--- src/rtl/mem_stage_pkg.sv ---
// Shared types and constants for the MEM pipeline stage.
package mem_stage_pkg;

    localparam int DATA_W          = 32;
    localparam int REG_W           = 5;
    localparam int TIMEOUT_DEFAULT = 255;

    // IDLE: accepting from EX/MEM; WAIT: data-memory access outstanding.
    typedef enum logic {
        IDLE = 1'b0,
        WAIT = 1'b1
    } state_t;

endpackage

--- src/rtl/mem_watchdog.sv ---
// Counts cycles spent waiting on the data memory and flags expiry.
// Only instantiated when MEM_TIMEOUT_EN is defined.
module mem_watchdog #(
    parameter int TIMEOUT_CYCLES = 255   // must be >= 1
) (
    input  logic clk,
    input  logic rst,
    input  logic clear,      // access accepted, WAIT about to start
    input  logic count_en,   // WAIT cycle without ack
    output logic expire,     // this WAIT cycle is the last one allowed
    output logic err         // one-cycle pulse after expiry
);

    localparam int CNT_W = $clog2(TIMEOUT_CYCLES + 1);

    logic [CNT_W-1:0] cnt;

    // Expiry is seen in the cycle that would bring the count to the limit.
    assign expire = count_en && (cnt == CNT_W'(TIMEOUT_CYCLES - 1));

    // Wait-cycle counter, cleared whenever a new access is accepted.
    always_ff @(posedge clk or negedge rst) begin
        if (!rst)          cnt <= '0;
        else if (clear)    cnt <= '0;
        else if (count_en) cnt <= cnt + CNT_W'(1);
    end

    // Error pulse lines up with the return to IDLE.
    always_ff @(posedge clk or negedge rst) begin
        if (!rst) err <= 1'b0;
        else      err <= expire;
    end

endmodule

--- src/rtl/mem_stage.sv ---
// MEM pipeline stage: issues data-memory accesses, stalls upstream while
// waiting, and loads the MEM/WB register.
// Optional access timeout: define MEM_TIMEOUT_EN.
module mem_stage
    import mem_stage_pkg::*;
#(
    parameter int TIMEOUT_CYCLES = TIMEOUT_DEFAULT
) (
    input  logic              clk,
    input  logic              rst,
    input  logic              in_valid,
    input  logic              RegWrite,
    input  logic              MemToReg,
    input  logic              MemRead,
    input  logic              MemWrite,
    input  logic [REG_W-1:0]  WriteReg,
    input  logic [DATA_W-1:0] ALUResult,
    input  logic [DATA_W-1:0] StoreData,
    output logic              stall,
    output logic              mem_req,
    output logic              mem_we,
    output logic [DATA_W-1:0] mem_addr,
    output logic [DATA_W-1:0] mem_wdata,
    input  logic              mem_ack,
    input  logic [DATA_W-1:0] mem_rdata,
    output logic              wb_valid,
    output logic              RegWriteOut,
    output logic              MemToRegOut,
    output logic [REG_W-1:0]  WriteRegOut,
    output logic [DATA_W-1:0] ALUResultOut,
    output logic [DATA_W-1:0] MemDataOut,
    output logic              mem_err
);

    state_t state, state_nx;

    // Hold register: the outstanding access plus what write-back needs later.
    logic              h_we, h_rw, h_m2r;
    logic [REG_W-1:0]  h_wreg;
    logic [DATA_W-1:0] h_addr, h_wdata;
    logic              wb_rw;

    logic is_mem, accept, pass, done, expire;

    assign is_mem = MemRead | MemWrite;
    assign accept = (state == IDLE) && in_valid && is_mem;
    assign pass   = (state == IDLE) && in_valid && !is_mem;
    assign done   = (state == WAIT) && mem_ack;

    // Stall on acceptance and every waiting cycle; release in the ack (or
    // expiry) cycle so upstream advances on the same edge we leave WAIT.
    assign stall = accept || ((state == WAIT) && !mem_ack && !expire);

    assign mem_req     = (state == WAIT);
    assign mem_we      = (state == WAIT) && h_we;
    assign mem_addr    = h_addr;
    assign mem_wdata   = h_wdata;
    assign RegWriteOut = wb_rw & wb_valid;

`ifdef MEM_TIMEOUT_EN
    mem_watchdog #(
        .TIMEOUT_CYCLES (TIMEOUT_CYCLES)
    ) u_watchdog (
        .clk      (clk),
        .rst      (rst),
        .clear    (accept),
        .count_en ((state == WAIT) && !mem_ack),
        .expire   (expire),
        .err      (mem_err)
    );
`else
    // Without a watchdog an access waits for mem_ack indefinitely.
    assign expire  = 1'b0;
    assign mem_err = 1'b0;
`endif

    // State register.
    always_ff @(posedge clk or negedge rst) begin
        if (!rst) state <= IDLE;
        else      state <= state_nx;
    end

    // Next-state: ack wins over a same-cycle expiry.
    always_comb begin
        state_nx = state;
        case (state)
            IDLE: if (accept) state_nx = WAIT;
            WAIT: if (mem_ack || expire) state_nx = IDLE;
            default: state_nx = IDLE;
        endcase
    end

    // Capture the access on acceptance; a write wins if both bits are set.
    always_ff @(posedge clk or negedge rst) begin
        if (!rst) begin
            h_we    <= 1'b0;
            h_rw    <= 1'b0;
            h_m2r   <= 1'b0;
            h_wreg  <= '0;
            h_addr  <= '0;
            h_wdata <= '0;
        end else if (accept) begin
            h_we    <= MemWrite;
            h_rw    <= RegWrite;
            h_m2r   <= MemToReg;
            h_wreg  <= WriteReg;
            h_addr  <= ALUResult;
            h_wdata <= StoreData;
        end
    end

    // MEM/WB register: non-memory ops pass straight through, memory ops load
    // from the hold register on ack; bubbles keep the data fields.
    always_ff @(posedge clk or negedge rst) begin
        if (!rst) begin
            wb_valid     <= 1'b0;
            wb_rw        <= 1'b0;
            MemToRegOut  <= 1'b0;
            WriteRegOut  <= '0;
            ALUResultOut <= '0;
            MemDataOut   <= '0;
        end else begin
            wb_valid <= 1'b0;
            if (pass) begin
                wb_valid     <= 1'b1;
                wb_rw        <= RegWrite;
                MemToRegOut  <= MemToReg;
                WriteRegOut  <= WriteReg;
                ALUResultOut <= ALUResult;
                MemDataOut   <= '0;
            end else if (done) begin
                wb_valid     <= 1'b1;
                wb_rw        <= h_rw;
                MemToRegOut  <= h_m2r;
                WriteRegOut  <= h_wreg;
                ALUResultOut <= h_addr;
                MemDataOut   <= mem_rdata;
            end
        end
    end

endmodule

--- config.mk ---
export PLATFORM = sky130hd
export DESIGN_NAME = mem_stage
export DESIGN_NICKNAME = d
export VERILOG_FILES = /design/src/rtl/mem_stage_pkg.sv /design/src/rtl/mem_watchdog.sv /design/src/rtl/mem_stage.sv
export SDC_FILE = /design/constraint.sdc
export NUM_CORES = 1
export LEC_CHECK = 0
export ABC_AREA = 1
export BUFFER_PORTS_ARGS = -buffer_cell sky130_fd_sc_hd__buf_2
export CORE_MARGIN = 2
export CORE_UTILIZATION = 50
export CTS_BUF_LIST = sky130_fd_sc_hd__clkbuf_2 sky130_fd_sc_hd__clkbuf_4 sky130_fd_sc_hd__clkbuf_8
export CTS_CLUSTER_DIAMETER = 200
export DETAILED_ROUTE_END_ITERATION = 10
export GPL_TIMING_DRIVEN = 0
export HOLD_SLACK_MARGIN = 0.03
export PLACE_DENSITY = 0.81
export SETUP_SLACK_MARGIN = 0.15
export SYNTH_ARGS = -nofsm -noshare
export SYNTH_HDL_FRONTEND = slang
export SYNTH_HIERARCHICAL = 1
export SYNTH_SLANG_ARGS = --single-unit
export TNS_END_PERCENT = 100
--- constraint.sdc ---
create_clock -name clk -period 1.7 [get_ports clk]
set_input_delay 0.085 -clock clk [delete_from_list [all_inputs] [get_ports clk]]
set_output_delay 0.085 -clock clk [all_outputs]
set_load 0.05 [all_outputs]
==> flow_summary_export.csv, run 1 <==
group,metric,value,unit
worst_setup_path,cp.required,1.62,ns
global_route,grt_pass1_vias,7239,
worst_setup_path,ff2ff_path_depth,8,
cts,clkSinkCount,145,
cts,clock_latency,0.45,ns
timing,drv_slew,0,
timing,clock_skew,0.00846,ns
global_route,grt_overflow,0,
placed_design,gp_congestion,0.823,
layout,finalNetCount,1312,
timing,rsz0062_at_grt,"yes",
yosys,synth_top_area_cell,"dfrtp_1",
worst_setup_path,cp.arrival,1.62,ns
floorplan,initial_core_util,51.3,%
layout,final_area,9580,um^2
route,drc,0,
timing,min_period,1.70,ns
cts,ctsHtreeMaxLevel,4,
floorplan,top_level_ports,249,
route,vias,7080,
cts,cts_buffers,17,
worst_setup_path,critPathKind,"reg -> out",
pwr,leakage,5.69,nW
timing,final-setup-viol-count,1,
placed_design,dp_hpwl,13300,um
timing,max_freq,0.587,GHz
route,drtIter0Drc,744,
yosys,synth-seq-cells,145,
worst_setup_path,end_kind,"primary output",
pwr,p_per_area,1430,nW/um^2
global_route,grt_pass1_wl,36000,um
pwr,comb_power_share,42.8,%
layout,layout_commonest_cell,"nand2_1",
pwr,clkPwrFrac,22.0,%
yosys,synth_mux_area_share,0,%
global_route,track_usage,32.8,%
flow_run,max_cap_violations,0,
yosys,syn_area,6480,um^2
worst_setup_path,crit_fanout,2,
layout,drive_above_1_share,27.5,%
timing,hold_ws,-0.132,ns
placed_design,dp_cells,1246,
yosys,synth_compound_area_share,3.17,%
layout,multi_input_area,2310,um^2
pwr,seqPwrFrac,35.1,%
cts,cts_tree,"yes",
global_route,grt_max_degree,78,
pwr,vdd_ir_drop_max,0.930,mV
timing,final-hold-violation-count,1,
floorplan,dieHeight,118,um
timing,finalCritPeriodShare,100,%
pwr,intPower,7.44,mW
route,routedWlPerCell,16.0,um
floorplan,core,12600,um^2
yosys,synth_xor_area_share,0,%
yosys,synth.area.top_cells,"dfrtp_1 (56%), nand2_1 (23%), nand3_1 (8.5%)",
pwr,switching_share,45.8,%
status,status,"finished, violations left",
hold_path,hold_depth,3,
pwr,switchingPower,6.30,mW
layout,seq_area,3630,um^2
global_route,grt_antenna_before_repair,0,
yosys,synth_top_family_by_area,"simple AND/OR/NAND/NOR gates",
yosys,synth_cells,826,
cts,path_clk_slew,0.08,ns
yosys,synth_top_area_share,56.0,%
layout,finish.utilization,75.9,%
pwr,finalPower,13.7,mW
timing,fin_tns_setup,-0.00437,ns
hold_path,hp-class,"in -> reg",
timing,tightest_slew,0.705,ns
yosys,synth-simple-area-share,31.8,%
yosys,synth_seq_area_share,56.0,%
yosys,ys_types,16,
placed_design,placed_cell_area,7970,um^2
timing,slew_headroom,53.0,%
route,wirelength,22300,um
placed_design,place_ws,0.0781,ns
yosys,yosys_warnings,6,
layout,stdcell_count,1388,
floorplan,fp.dieArea,13900,um^2
status,violations,"negative hold slack, negative setup slack",
layout,area_growth,47.8,%
layout,nFillCells,829,
floorplan,row_count,41,
worst_setup_path,cp-start-kind,"flip-flop",
layout,n_antenna_cell,0,
route,antenna_left,0,
cts,postCtsHoldBufs,105,
cts,clock_path_buffers,2,
route,drt_pass1_iterations,6,
placed_design,numPortBuffers,247,
yosys,syn-num-nets,935,
yosys,synth_fa_ha_area_share,0,%
layout,layout_common_cells,"nand2_1 (394), buf_2 (266), dfrtp_1 (144)",
timing,setup_ws,-0.00437,ns
route,post_drt_via_cell_ratio,5.10,
yosys,syn_avg_cell_area,7.84,um^2
cts,clockRootBuffer,"clkbuf_8",
floorplan,dieWidth,118,um
Yosys cell counts:
library cell / count
buf_4: 7
o21ai_0: 11
buf_6: 4
inv_1: 75
nand2_2: 1
buf_2: 26
nand3_1: 110
nand2_4: 1
dfrtp_1: 145
nand2_1: 394
inv_2: 2
clkbuf_1: 15
buf_1: 2
o21ai_1: 30
conb_1: 1
nor2_2: 2
kinds of logic (layout without fill, tap and decap cells):
group                  after synthesis  count (layout)
AO/OA/AOI/OAI                       41              41
buffers and inverters              131             521
flip-flops                         145             145
other                                1               1
AND/OR/NAND/NOR                    508             508
power groups by stage:
stage / Combinational (mW) / Sequential [mW] / Clock, mW
floorplan: 1.24 / 7.62 / 0
global placement: 5.46 / 4.81 / 0
detailed placement: 5.53 / 4.84 / 0
CTS: 5.77 / 4.78 / 3.05
global route: 6.21 / 4.91 / 3.22
finish: 5.89 / 4.83 / 3.03
worst max-delay path, cell delays in order (launching register included):
cell     delay (ns)
dfrtp_2        0.43
nor2_4         0.10
buf_6          0.13
nand2_8        0.05
buf_8          0.13
buf_8          0.11
o21ai_4        0.05
buf_6          0.17
flip-flops by register name, indices dropped and copies added, names as in the netlist:
signal        cells
ALUResultOut     32
MemDataOut       32
mem_addr         32
mem_wdata        32
WriteRegOut       5
h_wreg            5
MemToRegOut       1
h_m2r             1
h_rw              1
h_we              1
mem_req           1
wb_rw             1
wb_valid          1
routing by layer:
layer	part of all wire [%]	GRT usage [%]	up-vias
met5	0	0	-
met4	3.6	16.0	0
met3	9.3	9.74	76
met2	49	55.2	422
met1	38	38.4	3292
li1	-	-	3290
repair_timing:
item                       in CTS  in global routing
hold endpoints to repair      220                  1
gates resized for setup        10                 15
buffers inserted                5                  0
pin swaps                       1                  0
setup endpoints to repair       1                 83
final timing paths:
kind                                            from                   endpoint  slack [ns]
setup / recovery                   mem_req$_DFF_PN0_                      stall      -0.004
hold / removal                              MemWrite           h_we$_DFFE_PN0P_       -0.13
setup reg to reg                   mem_req$_DFF_PN0_   mem_wdata[8]$_DFFE_PN0P_        0.20
hold reg to reg            mem_wdata[27]$_DFFE_PN0P_  mem_wdata[27]$_DFFE_PN0P_        0.47
max in group asynchronous                        rst          mem_req$_DFF_PN0_        0.69
min in group asynchronous                        rst  MemDataOut[8]$_DFFE_PN0P_        0.23
layout make-up:
type	count	share of cell area, %
Timing Repair Buffer	358	24.7
Tap cell	172	2.25
Buffer	54	3.36
Clock buffer	22	3.03
Sequential cell	145	37.9
Clock inverter	10	1.63
Inverter	77	3.04
Multi-Input combinational cell	550	24.1
(Power assumes the default switching activity.)
==> run 2: changes to the inputs <==
CORE_ASPECT_RATIO = 1.5   (was not set)
==> run 2 against run 1 <==
Effect of this change:
- the run ends with negative setup slack left
- sequential power barely moved
- routed wire length fell by 3.9%
- cell area fell by 0.59%
- clock power fell by 10%
- via count fell by 1.7%
- critical path depth did not move
- die area rose by 0.14%
- highest routed layer unchanged
==> flow_summary_export.csv, run 2 (same netlist as run 1, synthesis figures left out) <==
group,metric,value,unit
status,status,"finished, violations left",
status,violations,"negative setup slack",
route,routedWlPerCell,15.6,um
floorplan,top_level_ports,249,
cts,cts_tree,"yes",
timing,finalCritPeriodShare,100,%
route,antenna_left,0,
timing,clock_skew,0.0127,ns
global_route,grt_overflow,0,
floorplan,dieWidth,96.9,um
cts,cts_buffers,17,
timing,final-setup-viol-count,1,
layout,seq_area,3630,um^2
floorplan,initial_core_util,51.5,%
floorplan,fp.dieArea,13900,um^2
timing,rsz0062_at_grt,"yes",
timing,drv_slew,0,
route,vias,6963,
timing,setup_ws,-0.00615,ns
global_route,grt_max_degree,86,
cts,clock_path_buffers,2,
placed_design,placed_cell_area,7950,um^2
layout,nFillCells,854,
route,drtIter0Drc,384,
floorplan,row_count,50,
placed_design,numPortBuffers,247,
global_route,grt_antenna_before_repair,0,
timing,final-hold-violation-count,0,
layout,layout_common_cells,"nand2_1 (394), buf_2 (267), dfrtp_1 (144)",
placed_design,dp_hpwl,12900,um
hold_path,hp-class,"in -> reg",
timing,tightest_slew,0.582,ns
layout,stdcell_count,1375,
layout,drive_above_1_share,27.8,%
placed_design,place_ws,0.105,ns
layout,finalNetCount,1314,
route,drt_pass1_iterations,5,
placed_design,dp_cells,1230,
worst_setup_path,ff2ff_path_depth,8,
timing,max_freq,0.586,GHz
global_route,grt_pass1_vias,6863,
worst_setup_path,cp-start-kind,"flip-flop",
worst_setup_path,end_kind,"primary output",
cts,ctsHtreeMaxLevel,4,
worst_setup_path,critPathKind,"reg -> out",
worst_setup_path,cp.required,1.62,ns
placed_design,gp_congestion,0.856,
route,wirelength,21400,um
layout,area_growth,47.0,%
floorplan,dieHeight,143,um
cts,path_clk_slew,0.09,ns
cts,clkSinkCount,145,
pwr,finalPower,13.4,mW
floorplan,core,12600,um^2
pwr,p_per_area,1410,nW/um^2
global_route,track_usage,30.3,%
worst_setup_path,crit_fanout,2,
worst_setup_path,cp.arrival,1.62,ns
layout,layout_commonest_cell,"nand2_1",
timing,slew_headroom,61.2,%
global_route,grt_pass1_wl,33400,um
layout,multi_input_area,2300,um^2
route,post_drt_via_cell_ratio,5.06,
pwr,vdd_ir_drop_max,0.809,mV
cts,clock_latency,0.45,ns
layout,finish.utilization,75.7,%
pwr,leakage,5.67,nW
timing,min_period,1.71,ns
hold_path,hold_depth,5,
flow_run,max_cap_violations,0,
route,drc,0,
layout,final_area,9520,um^2
cts,clockRootBuffer,"clkbuf_8",
run 2: worst max-delay path: stages, from the launching register on:
cell and delay, ns:
dfrtp_2 0.44, nor2_4 0.10, buf_6 0.11, nand2_4 0.05
buf_8 0.13, buf_8 0.11, o21ai_4 0.05, buf_6 0.17
run 2: path summary, 6_finish.rpt:
check / end / from / slack (ns)
hold reg to reg: mem_wdata[4]$_DFFE_PN0P_ / mem_wdata[4]$_DFFE_PN0P_ / 0.48
setup / recovery: stall / mem_req$_DFF_PN0_ / -0.006
setup reg to reg: h_wreg[2]$_DFFE_PN0P_ / mem_req$_DFF_PN0_ / 0.23
hold / removal: mem_wdata[31]$_DFFE_PN0P_ / MemRead / 0.09
max in group asynchronous: ALUResultOut[18]$_DFFE_PN0P_ / rst / 0.69
min in group asynchronous: mem_wdata[27]$_DFFE_PN0P_ / rst / 0.17
run 2: area by class of cell:
class	instances	area share, %
Buffer	54	3.46
Clock buffer	20	2.83
Antenna cell	1	0.0263
Timing Repair Buffer	360	25.0
Sequential cell	145	38.1
Inverter	77	3.06
Multi-Input combinational cell	550	24.1
Tap cell	156	2.05
Clock inverter	12	1.29
run 2: power breakdown:
| part | switching [mW] | internal [mW] | total (mW) | leakage (nW) |
|---|---|---|---|---|
| logic | 4.42 | 1.42 | 5.84 | 3.68 |
| registers | 0.538 | 4.29 | 4.82 | 1.80 |
| clock network | 1.44 | 1.28 | 2.72 | 0.190 |
| total | 6.41 | 6.98 | 13.4 | 5.67 |
run 2: repair_timing:
item,CTS,global route
setup endpoints to repair,2,77
endpoints found under the hold margin,204,0
setup buffers,6,0
hold buffers,106,0
pin swaps,1,0
resized for setup,9,20
run 2: per-layer routing:
metal / vias to the layer above / track usage [%] / routed length, um
li1: 3289 / - / -
met1: 3244 / 34.0 / 7910
met2: 346 / 54.7 / 11300
met3: 84 / 5.69 / 1330
met4: 0 / 15.9 / 915
met5: - / 0 / 0
run 2: per-stage QoR:
step                      TNS [ns]  hold WS (ns)
final                     -0.00615        0.0922
after global routing       -0.0479         0.106
after CTS                  -0.0191        0.0810
after detailed placement         0        0.0955
after global placement     -220.18         0.316
after floorplan                  0        -0.211
